[config.mk]
export PLATFORM = sky130hd
export DESIGN_NAME = alu_writeback_queue
export DESIGN_NICKNAME = d
export VERILOG_FILES = /design/src/rtl/riscv_alu_pkg.sv /design/src/rtl/fwd_lookup.sv /design/src/rtl/alu_writeback_queue.sv
export SDC_FILE = /design/constraint.sdc
export NUM_CORES = 1
export LEC_CHECK = 0
export CAP_MARGIN = 10
export CORE_ASPECT_RATIO = 1.25
export CORE_MARGIN = 2
export CORE_UTILIZATION = 55
export DETAILED_ROUTE_END_ITERATION = 10
export GPL_ROUTABILITY_DRIVEN = 0
export GPL_TIMING_DRIVEN = 0
export PLACE_DENSITY = 0.78
export SLEW_MARGIN = 20
export SYNTH_ARGS = -nofsm -noshare
export SYNTH_HDL_FRONTEND = slang
export SYNTH_SLANG_ARGS = --single-unit
export TNS_END_PERCENT = 1
[constraint.sdc]
create_clock -name clk -period 6.1 [get_ports clk]
set_input_delay 1.22 -clock clk [delete_from_list [all_inputs] [get_ports clk]]
set_output_delay 1.22 -clock clk [all_outputs]
set_load 0.01 [all_outputs]
[src/rtl/riscv_alu_pkg.sv]
`default_nettype none
// ============================================================================
//  Package     : riscv_alu_pkg
//  Description : Shared widths, writeback entry record and occupancy codes
//                for the ALU writeback path.
//  Revision    : 1.0  initial release
// ============================================================================
package riscv_alu_pkg;

   localparam int DATA_W     = 32;
   localparam int REG_ADDR_W = 5;

   typedef struct packed {
      logic [REG_ADDR_W-1:0] rd;
      logic [DATA_W-1:0]     data;
   } wb_entry_t;

   localparam logic [1:0] OCC_EMPTY   = 2'd0;
   localparam logic [1:0] OCC_PARTIAL = 2'd1;
   localparam logic [1:0] OCC_FULL    = 2'd2;

endpackage
`default_nettype wire

[src/rtl/fwd_lookup.sv]
`default_nettype none
// ============================================================================
//  Module      : fwd_lookup
//  Description : DEPTH-way register-index compare over pending writeback
//                entries; returns data of the youngest valid match.
//  Revision    : 1.0  initial release
// ============================================================================
module fwd_lookup
   import riscv_alu_pkg::*;
#(
   parameter int DEPTH = 4
) (
   input  wb_entry_t [DEPTH-1:0]         i_entries,
   input  logic      [DEPTH-1:0]         i_valid,
   input  logic      [$clog2(DEPTH)-1:0] i_wr_ptr,
   input  logic      [REG_ADDR_W-1:0]    i_lk_addr,
   output logic                          o_hit,
   output logic      [DATA_W-1:0]        o_data
);

   localparam int PTR_W = $clog2(DEPTH);

   logic [PTR_W-1:0] w_idx;

   // Walk oldest (wr_ptr - DEPTH == wr_ptr) to youngest (wr_ptr - 1); later
   // matches overwrite earlier ones, so the youngest match wins.
   always_comb begin
      o_hit  = 1'b0;
      o_data = '0;
      w_idx  = '0;
      for (int k = DEPTH; k >= 1; k--) begin
         w_idx = i_wr_ptr - PTR_W'(k);
         if (i_valid[w_idx] && (i_entries[w_idx].rd == i_lk_addr) &&
             (i_lk_addr != '0)) begin
            o_hit  = 1'b1;
            o_data = i_entries[w_idx].data;
         end
      end
   end

endmodule
`default_nettype wire

[src/rtl/alu_writeback_queue.sv]
`default_nettype none
// ============================================================================
//  Module      : alu_writeback_queue
//  Description : FIFO of ALU results draining into the register-file write
//                port, with a forwarding lookup over pending entries.
//  Revision    : 1.0  initial release
// ============================================================================
module alu_writeback_queue #(
   parameter int DATA_W = riscv_alu_pkg::DATA_W,
   parameter int ADDR_W = riscv_alu_pkg::REG_ADDR_W,
   parameter int DEPTH  = 4
) (
   input  logic                     clk,
   input  logic                     rst_n,
   input  logic                     flush,
   input  logic                     in_valid,
   output logic                     in_ready,
   input  logic [ADDR_W-1:0]        in_rd,
   input  logic [DATA_W-1:0]        in_result,
   output logic                     rf_req,
   input  logic                     rf_grant,
   output logic                     rf_we,
   output logic [ADDR_W-1:0]        rf_waddr,
   output logic [DATA_W-1:0]        rf_wdata,
   input  logic [ADDR_W-1:0]        lk_addr,
   output logic                     lk_hit,
   output logic [DATA_W-1:0]        lk_data,
   output logic [$clog2(DEPTH):0]   count
);

   import riscv_alu_pkg::*;

   localparam int              PTR_W   = $clog2(DEPTH);
   localparam logic [PTR_W:0]  C_DEPTH = (PTR_W+1)'(DEPTH);

   wb_entry_t [DEPTH-1:0] r_mem;
   logic      [DEPTH-1:0] r_valid;
   logic      [PTR_W-1:0] r_wr_ptr;
   logic      [PTR_W-1:0] r_rd_ptr;
   logic      [PTR_W:0]   r_count;

   logic [1:0] w_occ;
   logic       w_full;
   logic       w_empty;
   logic       w_push;
   logic       w_pop;
   wb_entry_t  w_head;

   always_comb begin
      if (r_count == '0)
         w_occ = OCC_EMPTY;
      else if (r_count == C_DEPTH)
         w_occ = OCC_FULL;
      else
         w_occ = OCC_PARTIAL;
   end

   assign w_full   = (w_occ == OCC_FULL);
   assign w_empty  = (w_occ == OCC_EMPTY);
   assign in_ready = ~w_full;

   // Writes to r0 complete the handshake but never occupy a slot.
   assign w_push   = in_valid & ~w_full & ~flush & (in_rd != '0);
   assign rf_req   = ~w_empty;
   assign w_pop    = rf_req & rf_grant & ~flush;
   assign rf_we    = w_pop;

   assign w_head   = r_mem[r_rd_ptr];
   assign rf_waddr = w_empty ? '0 : w_head.rd;
   assign rf_wdata = w_empty ? '0 : w_head.data;
   assign count    = r_count;

   always_ff @(posedge clk or negedge rst_n) begin
      if (!rst_n) begin
         r_wr_ptr <= '0;
         r_rd_ptr <= '0;
         r_count  <= '0;
         r_valid  <= '0;
      end else if (flush) begin
         r_wr_ptr <= '0;
         r_rd_ptr <= '0;
         r_count  <= '0;
         r_valid  <= '0;
      end else begin
         // Push and pop never address the same slot: a push needs !full,
         // and wr_ptr == rd_ptr with entries present means full.
         if (w_push) begin
            r_wr_ptr          <= r_wr_ptr + 1'b1;
            r_valid[r_wr_ptr] <= 1'b1;
         end
         if (w_pop) begin
            r_rd_ptr          <= r_rd_ptr + 1'b1;
            r_valid[r_rd_ptr] <= 1'b0;
         end
         case ({w_push, w_pop})
            2'b10:   r_count <= r_count + 1'b1;
            2'b01:   r_count <= r_count - 1'b1;
            default: r_count <= r_count;
         endcase
      end
   end

   // Payload storage carries no reset; occupancy is tracked by r_valid/r_count.
   always_ff @(posedge clk) begin
      if (w_push) begin
         r_mem[r_wr_ptr] <= '{rd: in_rd, data: in_result};
      end
   end

   fwd_lookup #(
      .DEPTH (DEPTH)
   ) u_fwd_lookup (
      .i_entries (r_mem),
      .i_valid   (r_valid),
      .i_wr_ptr  (r_wr_ptr),
      .i_lk_addr (lk_addr),
      .o_hit     (lk_hit),
      .o_data    (lk_data)
   );

endmodule
`default_nettype wire

* After elaboration in Yosys (flattened, before gate mapping) *
Index checks and enable logic that the tools add are counted.

word-level totals
  flip-flop bits (word level) = 159
  bits in latches = 0
  RAM bits = 0
  memory bits (read-only) = 0
  bits of input ports = 47
  output and inout bits = 76
  word-level logic and storage cells = 109
  memories = 0

operators by class
  add/subtract/negate cells = 7
  $mul = 0
  div/mod/pow operators = 0
  order comparisons = 7
  equal/unequal tests = 8
  shift-type cells = 0
  muxes and demuxes = 47
  bitwise gates (word level) = 11
  reduce and logical (&&, ||, !) cells = 17

operators with widths
  cell                                                                count
  binary-select mux 37 bit (select 2 bit)                             5
  2-to-1 mux 37 bit                                                   6
  2-to-1 mux 32 bit                                                   5
  bitwise mux 148 bit                                                 1
  demux 37 bit (select 2 bit)                                         1
  == test 5 bit                                                       4
  2-to-1 mux 4 bit                                                    4
  less-than comparator 2 x 3 -> 1 bit (second input constant)         5
  2-to-1 mux 2 bit                                                    6
  logical AND 1 bit                                                   10
  2-to-1 mux 1 bit                                                    10
  nonzero test 5 bit                                                  2
  binary-select mux 1 bit (select 2 bit)                              4
  one-hot mux 3 bit (2 select lines)                                  1
  AND 1 bit                                                           5
  2-to-1 mux 5 bit                                                    1
  adder 2 x 1 -> 2 bit (second input constant)                        2
  AND 4 bit                                                           1
  demux 1 bit (select 2 bit)                                          2
  == test 2 bit (second input constant)                               2
  greater-or-equal comparator 2 x 1 -> 1 bit (second input constant)  2
  NOT 4 bit                                                           1
  bitwise OR 4 bit                                                    1
  nonzero test 2 bit                                                  2
  other kinds (11)                                                    14

* Logic depth before layout (Yosys ltp) *
Gate-level depths: netlist of the first run.

  word-level depth = 13
  depth in mapped cells = 16
  mapped depth without buffers = 8

* Modules after synthesis *
A second synthesis of the first run with hierarchy kept.

unflattened totals
  cell total of the unflattened synthesis = 971
  area total of the unflattened synthesis = 11726.2 µm²

modules (own cells, without submodules)
  module               times used  cells an instance  area an instance (µm²)
  alu_writeback_queue  1           317                6338.6
  fwd_lookup           1           654                5387.7

* Worst setup path after synthesis of the first run *
Ideal clock, no wire load.

  path type = register to output
  from = register r_wr_ptr[1]
  to = output port lk_data[0]
  arrival time = 3.788 ns
  data required time = 4.880 ns
  setup slack = 1.092 ns
  stages on the path, launching flop included = 16
  buffers on the path = 7
  cells stage by stage = dfrtp_1 > clkbuf_1 > buf_2 > buf_2 > buf_1 > inv_1 > ha_1 > buf_6 > mux4_2 > xor2_1 > nor4_4 > and2_1 > buf_6 > buf_12 > a221oi_2 > a211oi_2

on the way
  cells in the longest elaborated chain, start to end = 9

ends and longest elaborated chain
  element                                                                       line                                                  text
  from (decl)                                                                   alu_writeback_queue.sv:38                             logic [PTR_W-1:0] r_wr_ptr;
  from (signal assigned)                                                        alu_writeback_queue.sv:88                             r_wr_ptr <= r_wr_ptr + 1'b1;
  subtractor 2 bit or binary-select mux 37 bit (select 2 bit) (tied branches)   fwd_lookup.sv:32, fwd_lookup.sv:33, fwd_lookup.sv:36
  binary-select mux 37 bit (select 2 bit) or 2-to-1 mux 37 bit (tied branches)  fwd_lookup.sv:33, fwd_lookup.sv:36
  2-to-1 mux 37 bit (implied by the code) or == test 5 bit (tied branches)      fwd_lookup.sv:36, fwd_lookup.sv:33
  == test 5 bit or logical AND 1 bit (tied branches)                            fwd_lookup.sv:33                                      if (i_valid[w_idx] && (i_entries[w_idx].rd == i_lk_addr) &&
  logical AND 1 bit                                                             fwd_lookup.sv:33
  logical AND 1 bit or 2-to-1 mux 32 bit (tied branches)                        fwd_lookup.sv:33
  2-to-1 mux 32 bit (2 in series)                                               fwd_lookup.sv:33
  2-to-1 mux 32 bit (*)                                                         fwd_lookup.sv:33
  to (decl)                                                                     alu_writeback_queue.sv:27                             output logic [DATA_W-1:0] lk_data,

Mark *: on every way between the ends. The rest lies on a longest branch, timed or not. The select of a mux whose other input is x is not followed.

* Final worst setup path of the first run *
  from = register r_wr_ptr[1]
  to = output port lk_data[21]

The elaborated chain is that of the path after synthesis.

==> results of run 1 <==
## Yosys cell counts (all sizes together), types with 2 or more instances
cell type	number
a211oi	65
a21oi	3
a221oi	30
a32oi	2
and2	44
and2b	2
and3	3
buf	54
clkbuf	32
dfrtp	11
edfxtp	148
ha	8
inv	8
mux2i	12
mux4	182
nand2	41
nand3	6
nand4	2
nor2	11
nor3	31
nor4	5
o22ai	2
or3	3
xnor2	26
xor2	6
## where the power goes
part / leakage [µW] / switching, µW / internal [µW]
combinational: 0.00250 / 1300 / 1370
clock: 0.000275 / 437 / 641
sequential: 0.00149 / 92.4 / 1290
## cell type report
cell class              count  area (µm²)  share of cell area, %
flip-flops and latches    159        4721                  33.58
plain buffers              85       543.0                  3.863
clock buffers              21       440.4                  3.133
clock inverters            11       140.1                 0.9969
multi-input cells         495        6640                  47.24
well taps                 279       349.1                  2.483
repair buffers            120        1194                  8.491
inverters                   8       30.03                 0.2136
## kinds of logic after synthesis
kind of cell / after synthesis / synth area share (%)
AOI/OAI and AO/OA: 110 / 10.07
xor gates and xnor gates: 32 / 2.356
adders and majority gates: 9 / 1.010
buffers and inverters: 95 / 4.733
DFF: 159 / 39.67
muxes: 195 / 35.63
and+or+nand+nor: 149 / 6.531
## metrics by stage
step,hold slack [ns],power (µW),TNS [ns],instances
global route,0.6564,5338,0,1178
detailed placement,0.6055,4044,-16.27,1145
finish,0.6192,5125,0,1178
CTS,0.6164,5127,0,1175
global placement,0.5931,4008,-15.02,1145
floorplan,0.5731,3152,0,749
## cell usage in the layout, fill, tap and decap left out, types with 2 or more instances in the layout
cell type / n
nand4_1: 2
buf_1: 8
a211oi_1: 35
bufinv_16: 3
a211oi_2: 30
clkinvlp_4: 3
xnor2_1: 26
xor2_1: 6
nor2_1: 11
and3_2: 2
mux2i_1: 11
inv_1: 7
or3_1: 3
a221oi_2: 29
and2b_1: 2
a32oi_1: 2
buf_6: 11
mux4_2: 179
o22ai_1: 2
edfxtp_1: 148
clkbuf_2: 8
nor3_1: 31
dfrtp_1: 10
ha_1: 8
nand2_1: 41
buf_4: 10
clkbuf_16: 17
clkbuf_1: 27
buf_12: 3
nor4_2: 2
clkinv_2: 3
and2_1: 40
a21oi_1: 2
mux4_4: 2
buf_2: 21
clkdlybuf4s50_1: 117
nor4_1: 2
and2_4: 4
nand3_1: 6
## sequential cells by signal, summed over array words and instances (netlist names)
signal    cells
r_wr_ptr      2
r_rd_ptr      2
r_mem       148
count         3
r_valid       4
## per-layer routing
layer	up-vias	share of wire (%)	track usage, %
met2	517	52	49.30
met1	4408	36	38.74
li1	3487	-	-
met5	-	0	0
met3	98	8.1	5.269
met4	0	3.9	13.50
## how the worst max path moves through the flow
stage,from,end,slack (ns),cells after the start
after floorplan,r_wr_ptr[1],lk_data[0],1.09,15
after global placement,r_wr_ptr[1],lk_data[29],-0.56,16
after detailed placement,r_wr_ptr[1],lk_data[29],-0.59,16
after CTS,r_wr_ptr[1],lk_data[21],0.06,14
after global routing,r_wr_ptr[0],lk_data[1],0.01,14
final,r_wr_ptr[1],lk_data[21],0.19,14
## timing repair
| action | 4_1_cts | 5_1_grt |
|---|---|---|
| gates resized for setup | 10 | 7 |
| hold endpoints to repair | 0 | 0 |
| cloned | 0 | 0 |
| setup buffers | 0 | 3 |
| endpoints found under the setup margin | 33 | 30 |
| pin swaps | 0 | 1 |
## worst register-to-register path: stages, from the launching register on
cell and delay, ns:
dfrtp_2 0.41, buf_4 0.23, buf_6 0.25, inv_1 0.12
ha_1 0.30, buf_6 0.17, buf_6 0.20, buf_8 0.19
buf_2 0.34, buf_1 0.60, nand2_1 0.10, o31ai_1 0.10
==> run_results.csv, run 1 <==
group,metric,value,unit
run_status,status,"finished clean",
setup_path,path_max_fanout,19,
sta,layout_min_cycle_time,5.909,ns
sta,fin_ws,0.1913,ns
job,max_cap_violations,0,
logic_synthesis,synth_top_cell_area_share,37.36,%
sta,setup_viol,0,
pwr,irDropWorstVdd,0.2585,mV
drt,route.detailed.drc,0,
sta,rsz0062_at_grt,"no",
global_route,antenna_found_initial,0,
cts,clkSlewWorstSetupHoldPaths,0.06,ns
place,place_area,0.01343,mm²
min_path,hold_start,"r_valid[3]",
drt,antenna_left,0,
cts,cts_sinks,159,
min_path,hold_path_end,"r_valid[3]",
sta,finClkSkew,0.005538,ns
cells_and_area,layout.nets,942,
floorplanning,coreArea,0.02140,mm²
floorplanning,ioPinCount,123,
drt,vias,8510,
pwr,leakagePower,0.004265,µW
setup_path,cp_data_required_time,4.88,ns
logic_synthesis,postSynth.asyncResetShare,6.918,%
floorplanning,die_x,135.5,µm
floorplanning,initial_utilization,55.60,%
cells_and_area,fillCellCount,1531,
global_route,grt_max_degree,39,
logic_synthesis,yosys_warnings,0,
place,place_ws,-0.5946,ns
setup_path,crit_buf_inv,7,
sta,slew_viol_final,0,
cells_and_area,utilization,65.70,%
cells_and_area,syn_to_final_growth,18.16,%
global_route,grt_overflow,0,
pwr,p_per_area,364.5,mW/mm²
floorplanning,design.die.area,0.02283,mm²
drt,firstDrtPassIters,5,
cts,root_buffer,"clkbuf_16",
logic_synthesis,yosysUniqueCellTypes,53,
logic_synthesis,synthCells,749,
cts,insertion_delay,0.44,ns
cells_and_area,final_design_area_no_fill,0.01406,mm²
setup_path,cp_cell_sequence,"buf_4 -> buf_6 -> inv_1 -> ha_1 -> buf_6 -> mux4_1 -> xor2_1 -> nor4_4 -> and2_1 -> buf_6 -> buf_12 -> a221oi_2 -> a211oi_2 -> clkdlybuf4s50_1",
global_route,grt_pass1_wl,50680,µm
setup_path,slowest_stage,"clkdlybuf4s50_1",
floorplanning,die_h,168.4,µm
setup_path,cp_top_family,"buffers and inverters",
setup_path,ff2ff_setup_slack,2.98,ns
place,numPortBuffers,117,
setup_path,worstRegToRegCells,11,
global_route,grt_pass1_vias,8847,
drt,vias_per_cell,7.224,
logic_synthesis,syn_area_per_cell,15.88,µm²
sta,finalCritPeriodShare,96.86,%
logic_synthesis,synth_area,0.01190,mm²
logic_synthesis,synth_area_leaders,"edfxtp_1, mux4_2, a221oi_2",
cells_and_area,n_antenna_cell,0,
setup_path,critPathKind,"reg2out",
drt,wire_per_inst,27.76,µm
cts,cts_buffers,17,
setup_path,cp.arrival,4.69,ns
logic_synthesis,ys_ff_latch,159,
setup_path,r2r_end,"r_wr_ptr[1]",
logic_synthesis,ys_seq_area_share,39.67,%
cells_and_area,drive_above_1_share,37.49,%
cts,cts_tree,"done",
drt,drtIter0Drc,1079,
logic_synthesis,syn-num-nets,805,
floorplanning,num_rows,60,
cts,cts_buffer_depth,2,
sta,worst_pin_slew,0.9759,ns
min_path,worstHoldPathType,"reg2reg",
logic_synthesis,synth-main-ff-cell,"edfxtp_1",
min_path,hold_depth,2,
sta,fmax,169.2,MHz
global_route,track_usage,29.82,%
logic_synthesis,synth_edf_count,148,
drt,routed_wirelength,32710,µm
place,dp_hpwl,21410,µm
cts,htree_levels,4,
setup_path,crit_path_start_kind,"flop",
sta,finalHoldViolations,0,
logic_synthesis,yosysTopAreaCell,"edfxtp_1",
setup_path,slowest_delay,0.60,ns
sta,worst_slew_margin_rel,34.94,%
setup_path,crit_top_cell,"buf_6",
cts,postCtsHoldBufs,0,
setup_path,end_kind,"output port",
setup_path,r2r_start,"r_wr_ptr[1]",
Power figures use the tool's default switching activity.
==> run 2, diff against run 1 <==
- SETUP_SLACK_MARGIN: unset -> 0.1
==> run_results.csv, run 2 (synthesized netlist as in run 1, its figures left out) <==
group,metric,value,unit
run_status,status,"finished clean",
cells_and_area,largest_register_ffs,148,
place,numPortBuffers,117,
drt,wire_per_inst,27.82,µm
global_route,track_usage,29.83,%
job,max_cap_violations,0,
setup_path,cp.arrival,4.70,ns
setup_path,crit_path_start_kind,"flop",
global_route,grt_overflow,0,
global_route,grt_max_degree,39,
cells_and_area,largest-register,"r_mem",
setup_path,cp_data_required_time,4.88,ns
floorplanning,initial_utilization,55.60,%
sta,finalHoldViolations,0,
floorplanning,coreArea,0.02140,mm²
floorplanning,ioPinCount,123,
sta,tns,0,ns
pwr,irDropWorstVdd,0.2580,mV
drt,met1_length,11540,µm
global_route,grt_pass1_vias,8847,
floorplanning,die_x,135.5,µm
drt,vias_per_cell,7.197,
cells_and_area,n_antenna_cell,0,
cts,cts_sinks,159,
place,place_area,0.01343,mm²
place,dp_hpwl,21410,µm
setup_path,ff2ff_setup_slack,2.86,ns
drt,wl_met3,2780,µm
sta,layout_min_cycle_time,5.924,ns
sta,setup_viol,0,
setup_path,critPathKind,"reg2out",
cts,clkSlewWorstSetupHoldPaths,0.06,ns
sta,fmax,168.8,MHz
cells_and_area,syn_to_final_growth,18.10,%
cts,root_buffer,"clkbuf_16",
cells_and_area,mostFrequentLayoutCell,"mux4_2",
setup_path,end_kind,"output port",
pwr,leakagePower,0.004281,µW
cells_and_area,utilization,65.67,%
cells_and_area,drive_above_1_share,37.24,%
cells_and_area,layout.nets,940,
min_path,hold_path_end,"r_valid[2]",
drt,routed_wirelength,32710,µm
sta,fin_ws,0.1763,ns
sta,worst_pin_slew,0.9765,ns
setup_path,critPathLaunch,"r_wr_ptr[1]",
drt,firstDrtPassIters,6,
min_path,hold_depth,2,
global_route,grt_pass1_wl,50720,µm
sta,slew_viol_final,0,
floorplanning,design.die.area,0.02283,mm²
sta,finClkSkew,0.007147,ns
setup_path,path_max_fanout,19,
sta,rsz0062_at_grt,"yes",
cts,insertion_delay,0.44,ns
drt,antenna_left,0,
setup_path,r2r_start,"r_wr_ptr[1]",
drt,met2WireLength,17090,µm
cells_and_area,most-common-layout-cells,"mux4_2, edfxtp_1, clkdlybuf4s50_1, nand2_1, and2_1",
cells_and_area,final_design_area_no_fill,0.01405,mm²
drt,route.detailed.drc,0,
place,place_ws,-0.5946,ns
cts,htree_levels,4,
cts,cts_tree,"done",
floorplanning,num_rows,60,
setup_path,r2r_end,"r_wr_ptr[1]",
cts,cts_buffer_depth,2,
drt,top_layer_used,"met4",
min_path,hold_start,"r_valid[2]",
setup_path,worstRegToRegCells,12,
cts,postCtsHoldBufs,0,
global_route,antenna_found_initial,0,
sta,worst_slew_margin_rel,34.90,%
min_path,worstHoldPathType,"reg2reg",
cts,cts_buffers,17,
sta,finalCritPeriodShare,97.11,%
floorplanning,die_h,168.4,µm
pwr,p_per_area,364.2,mW/mm²
drt,vias,8464,
drt,drtIter0Drc,1049,
==> run 2: changes by cell type in the layout (fill, tap and decap cells not counted), sizes merged <==
cell | before | now
dlygate4sd2 | 0 | 1
dlymetal6s2s | 0 | 1
buf | 54 | 51
clkdlybuf4s50 | 117 | 115
clkbuf | 54 | 55
==> run 2: stage by stage <==
stage               cells  hold slack (ns)  total power (µW)
floorplan             749           0.5731              3152
global placement     1145           0.5931              4008
detailed placement   1145           0.6055              4044
CTS                  1176           0.6164              5132
global route         1176           0.6564              5336
finish               1176           0.6180              5117
==> run 2: where the power goes <==
group | total, µW | internal (µW) | switching [µW]
clock network | 1080 | 641 | 435
registers | 1380 | 1290 | 91.3
logic | 2660 | 1360 | 1300
total | 5120 | 3290 | 1820
==> run 2: timing repair <==
| action | in CTS | in global routing |
|---|---|---|
| setup buffers | 0 | 0 |
| resized for setup | 14 | 7 |
| endpoints found under the hold margin | 0 | 0 |
| pin swaps | 1 | 2 |
| endpoints found under the setup margin | 33 | 30 |
==> run 2: how the worst max path moves through the flow <==
stage / to / slack [ns] / depth (start not counted)
after global routing: lk_data[1] / 0.009 / 15
after CTS: lk_data[1] / 0.07 / 15
after floorplan: lk_data[0] / 1.09 / 15
after global placement: lk_data[29] / -0.56 / 16
after detailed placement: lk_data[29] / -0.59 / 16
final: lk_data[31] / 0.18 / 14
==> run 2: layout make-up <==
class,instances,area (µm²)
well taps,279,349.1
multi-input cells,495,6640
plain buffers,86,558.0
repair buffers,117,1172
flip-flops and latches,159,4720
clock inverters,11,140.1
inverters,8,30.03
clock buffers,21,440.4
fillers,1536,7346
==> run 2: worst max-delay path, stage by stage, from the launching register on <==
cell             delay (ns)
dfrtp_1                0.38
clkbuf_4               0.22
buf_6                  0.19
buf_8                  0.21
inv_1                  0.10
ha_1                   0.30
buf_6                  0.17
mux4_2                 0.53
xor2_1                 0.18
nor4_4                 0.46
and2_1                 0.21
buf_6                  0.15
a221oi_1               0.08
a211oi_1               0.44
clkdlybuf4s50_1        0.63
==> run 2: metal layers <==
layer	vias to the layer above	track usage, %
met4	0	13.50
met2	523	49.30
li1	3479	-
met1	4362	38.76
met3	100	5.300
met5	-	0
==> run 3, diff against run 2 <==
- CORE_ASPECT_RATIO: 1.25 -> unset
- CORE_UTILIZATION: 55 -> 46
- PLACE_DENSITY: 0.78 -> 0.67
- SYNTH_HIERARCHICAL: unset -> 1
==> run_results.csv, run 3 <==
group,metric,value,unit
setup_path,ff2ff_setup_slack,3.83,ns
global_route,track_usage,25.74,%
global_route,grt_pass1_vias,8971,
cts,cts_buffers,17,
drt,antenna_left,0,
sta,finalHoldViolations,0,
global_route,antenna_found_initial,0,
logic_synthesis,yosysTopAreaCell,"edfxtp_1",
cts,htree_levels,4,
pwr,power_frac_seq,28.7,%
cts,cts_tree,"done",
cts,root_buffer,"clkbuf_16",
drt,vias_per_cell,6.221,
setup_path,end_kind,"output port",
sta,slew_viol_final,0,
setup_path,critPathKind,"in2out",
logic_synthesis,ys_ff_latch,159,
cells_and_area,largest-register,"r_mem",
cells_and_area,most-common-layout-cells,"edfxtp_1, clkdlybuf4s50_1, mux2i_1, nor3_1, mux4_2",
cells_and_area,drive_above_1_share,25.80,%
sta,worst_slew_margin_rel,41.56,%
sta,setup_viol,0,
floorplanning,die_x,163.7,µm
pwr,pwr-share-comb,47.0,%
drt,wire_per_inst,23.50,µm
sta,tns,0,ns
cts,cts_buffer_depth,2,
cts,cts_sinks,159,
global_route,grt_max_degree,39,
drt,vias,9020,
logic_synthesis,postSynth.asyncResetShare,6.918,%
cells_and_area,mostFrequentLayoutCell,"edfxtp_1",
place,numPortBuffers,117,
setup_path,crit_path_start_kind,"primary input",
floorplanning,ioPinCount,123,
drt,route.detailed.drc,0,
logic_synthesis,synthCells,971,
cells_and_area,syn_to_final_growth,18.82,%
global_route,grt_overflow,0,
job,max_cap_violations,0,
cts,cts_setup_buffers,0,
drt,routed_wirelength,34070,µm
cts,clkSlewWorstSetupHoldPaths,0.06,ns
cts,postCtsHoldBufs,0,
setup_path,cp.arrival,4.26,ns
cells_and_area,n_antenna_cell,0,
drt,firstDrtPassIters,5,
global_route,grt_pass1_wl,52100,µm
floorplanning,coreArea,0.02511,mm²
floorplanning,num_rows,58,
logic_synthesis,synth_edf_count,148,
pwr,leakagePower,0.004426,µW
floorplanning,initial_utilization,46.70,%
sta,finClkSkew,0.01210,ns
sta,worst_pin_slew,0.8766,ns
pwr,pwr-share-clk,24.3,%
sta,layout_min_cycle_time,5.483,ns
cells_and_area,largest_register_ffs,148,
floorplanning,die_h,163.7,µm
pwr,p_per_area,333.7,mW/mm²
logic_synthesis,syn_area_per_cell,12.08,µm²
logic_synthesis,syn-num-nets,1027,
run_status,status,"finished clean",
logic_synthesis,synth_area_leaders,"edfxtp_1, mux2i_1, mux4_2",
logic_synthesis,ys_seq_area_share,40.25,%
logic_synthesis,yosys-top-cells-count,"edfxtp_1, mux2i_1, nor3_1",
pwr,finalPower,4649,µW
pwr,irDropWorstVdd,0.1735,mV
place,dp_hpwl,22460,µm
setup_path,path_max_fanout,10,
logic_synthesis,yosysUniqueCellTypes,63,
logic_synthesis,synth-main-ff-cell,"edfxtp_1",
sta,fmax,182.4,MHz
sta,rsz0062_at_grt,"no",
min_path,worstHoldPathType,"reg2reg",
pwr,swShare,34.89,%
cts,insertion_delay,0.43,ns
floorplanning,design.die.area,0.02678,mm²
logic_synthesis,synth_area,0.01173,mm²
logic_synthesis,yosys_warnings,6,
sta,finalCritPeriodShare,89.88,%
logic_synthesis,synth_top_cell_area_share,37.90,%
pwr,p_switching,1622,µW
drt,drtIter0Drc,776,
cells_and_area,layout.nets,1163,
logic_synthesis,yosysMostFrequentCell,"edfxtp_1",
cts,cts_resized,0,
setup_path,cp_data_required_time,4.88,ns
pwr,p_int,3027,µW
-- run 3: power by group through the flow --
stage | logic, µW | registers (µW) | clock network (µW)
after global placement | 2170 | 1350 | 0
after detailed placement | 2180 | 1360 | 0
after CTS | 2190 | 1330 | 1150
final | 2190 | 1330 | 1130
after global routing | 2340 | 1340 | 1190
after floorplan | 1390 | 1340 | 0
-- run 3: path summary, 6_finish.rpt --
kind / from / end / cells after the start
hold reg to reg: r_valid[1] / r_valid[1] / 1
hold / removal: r_valid[1] / r_valid[1] / 1
min in group asynchronous: rst_n / count[1] / 1
setup / recovery: lk_addr[1] / lk_data[30] / 10
setup reg to reg: count[0] / count[1] / 9
max in group asynchronous: rst_n / r_valid[1] / 1
-- run 3: metrics by stage --
stage          instances  util [%]  hold WS, ns  area (µm²)  setup slack, ns
2_1_floorplan        971         -       0.4894       11730            1.726
3_3_place_gp        1418     53.01       0.5311       13310           0.7233
3_5_place_dp        1418     53.01       0.5465       13310           0.6626
4_1_cts             1450     55.49       0.5862       13930           0.6729
5_1_grt             1450     55.49       0.6154       13930           0.4770
6_report            1450     55.49       0.5902       13930           0.6173
-- run 3: cell type report --
cell class	count	area [µm²]
Fill cell	2179	11180
Tap cell	330	412.9
Sequential cell	159	4720
Buffer	101	621.8
Timing Repair Buffer	117	1171
Inverter	6	22.52
Clock buffer	19	432.9
Multi-Input combinational cell	705	6364
Clock inverter	13	188.9
-- run 3: worst max-delay path, stage by stage --
cell and delay, ns:
buf_2 0.17, or4_1 0.55, nor2_1 0.28, a2111oi_4 0.10
o2111ai_4 0.17, clkbuf_1 0.51, o21ai_0 0.18, a21o_1 0.20
a211oi_2 0.27, clkdlybuf4s50_1 0.59
-- run 3: cells by family (layout without fill, tap and decap cells) --
family,count (synthesis),after routing,synth area share (%)
XOR/XNOR,24,24,1.857
adder cells (fa/ha/maj),9,9,1.024
flip-flops,159,159,40.25
AND/OR/NAND/NOR,279,279,16.72
buffers and inverters,107,256,5.495
AO/OA/AOI/OAI,194,194,12.08
multiplexers,199,199,22.58
-- run 3: layer usage --
layer,vias to the layer above,global-route usage [%],share of wire (%)
met5,-,0,0
met3,41,4.012,6.3
li1,4107,-,-
met2,380,41.31,48
met1,4492,36.10,44
met4,0,7.695,1.8
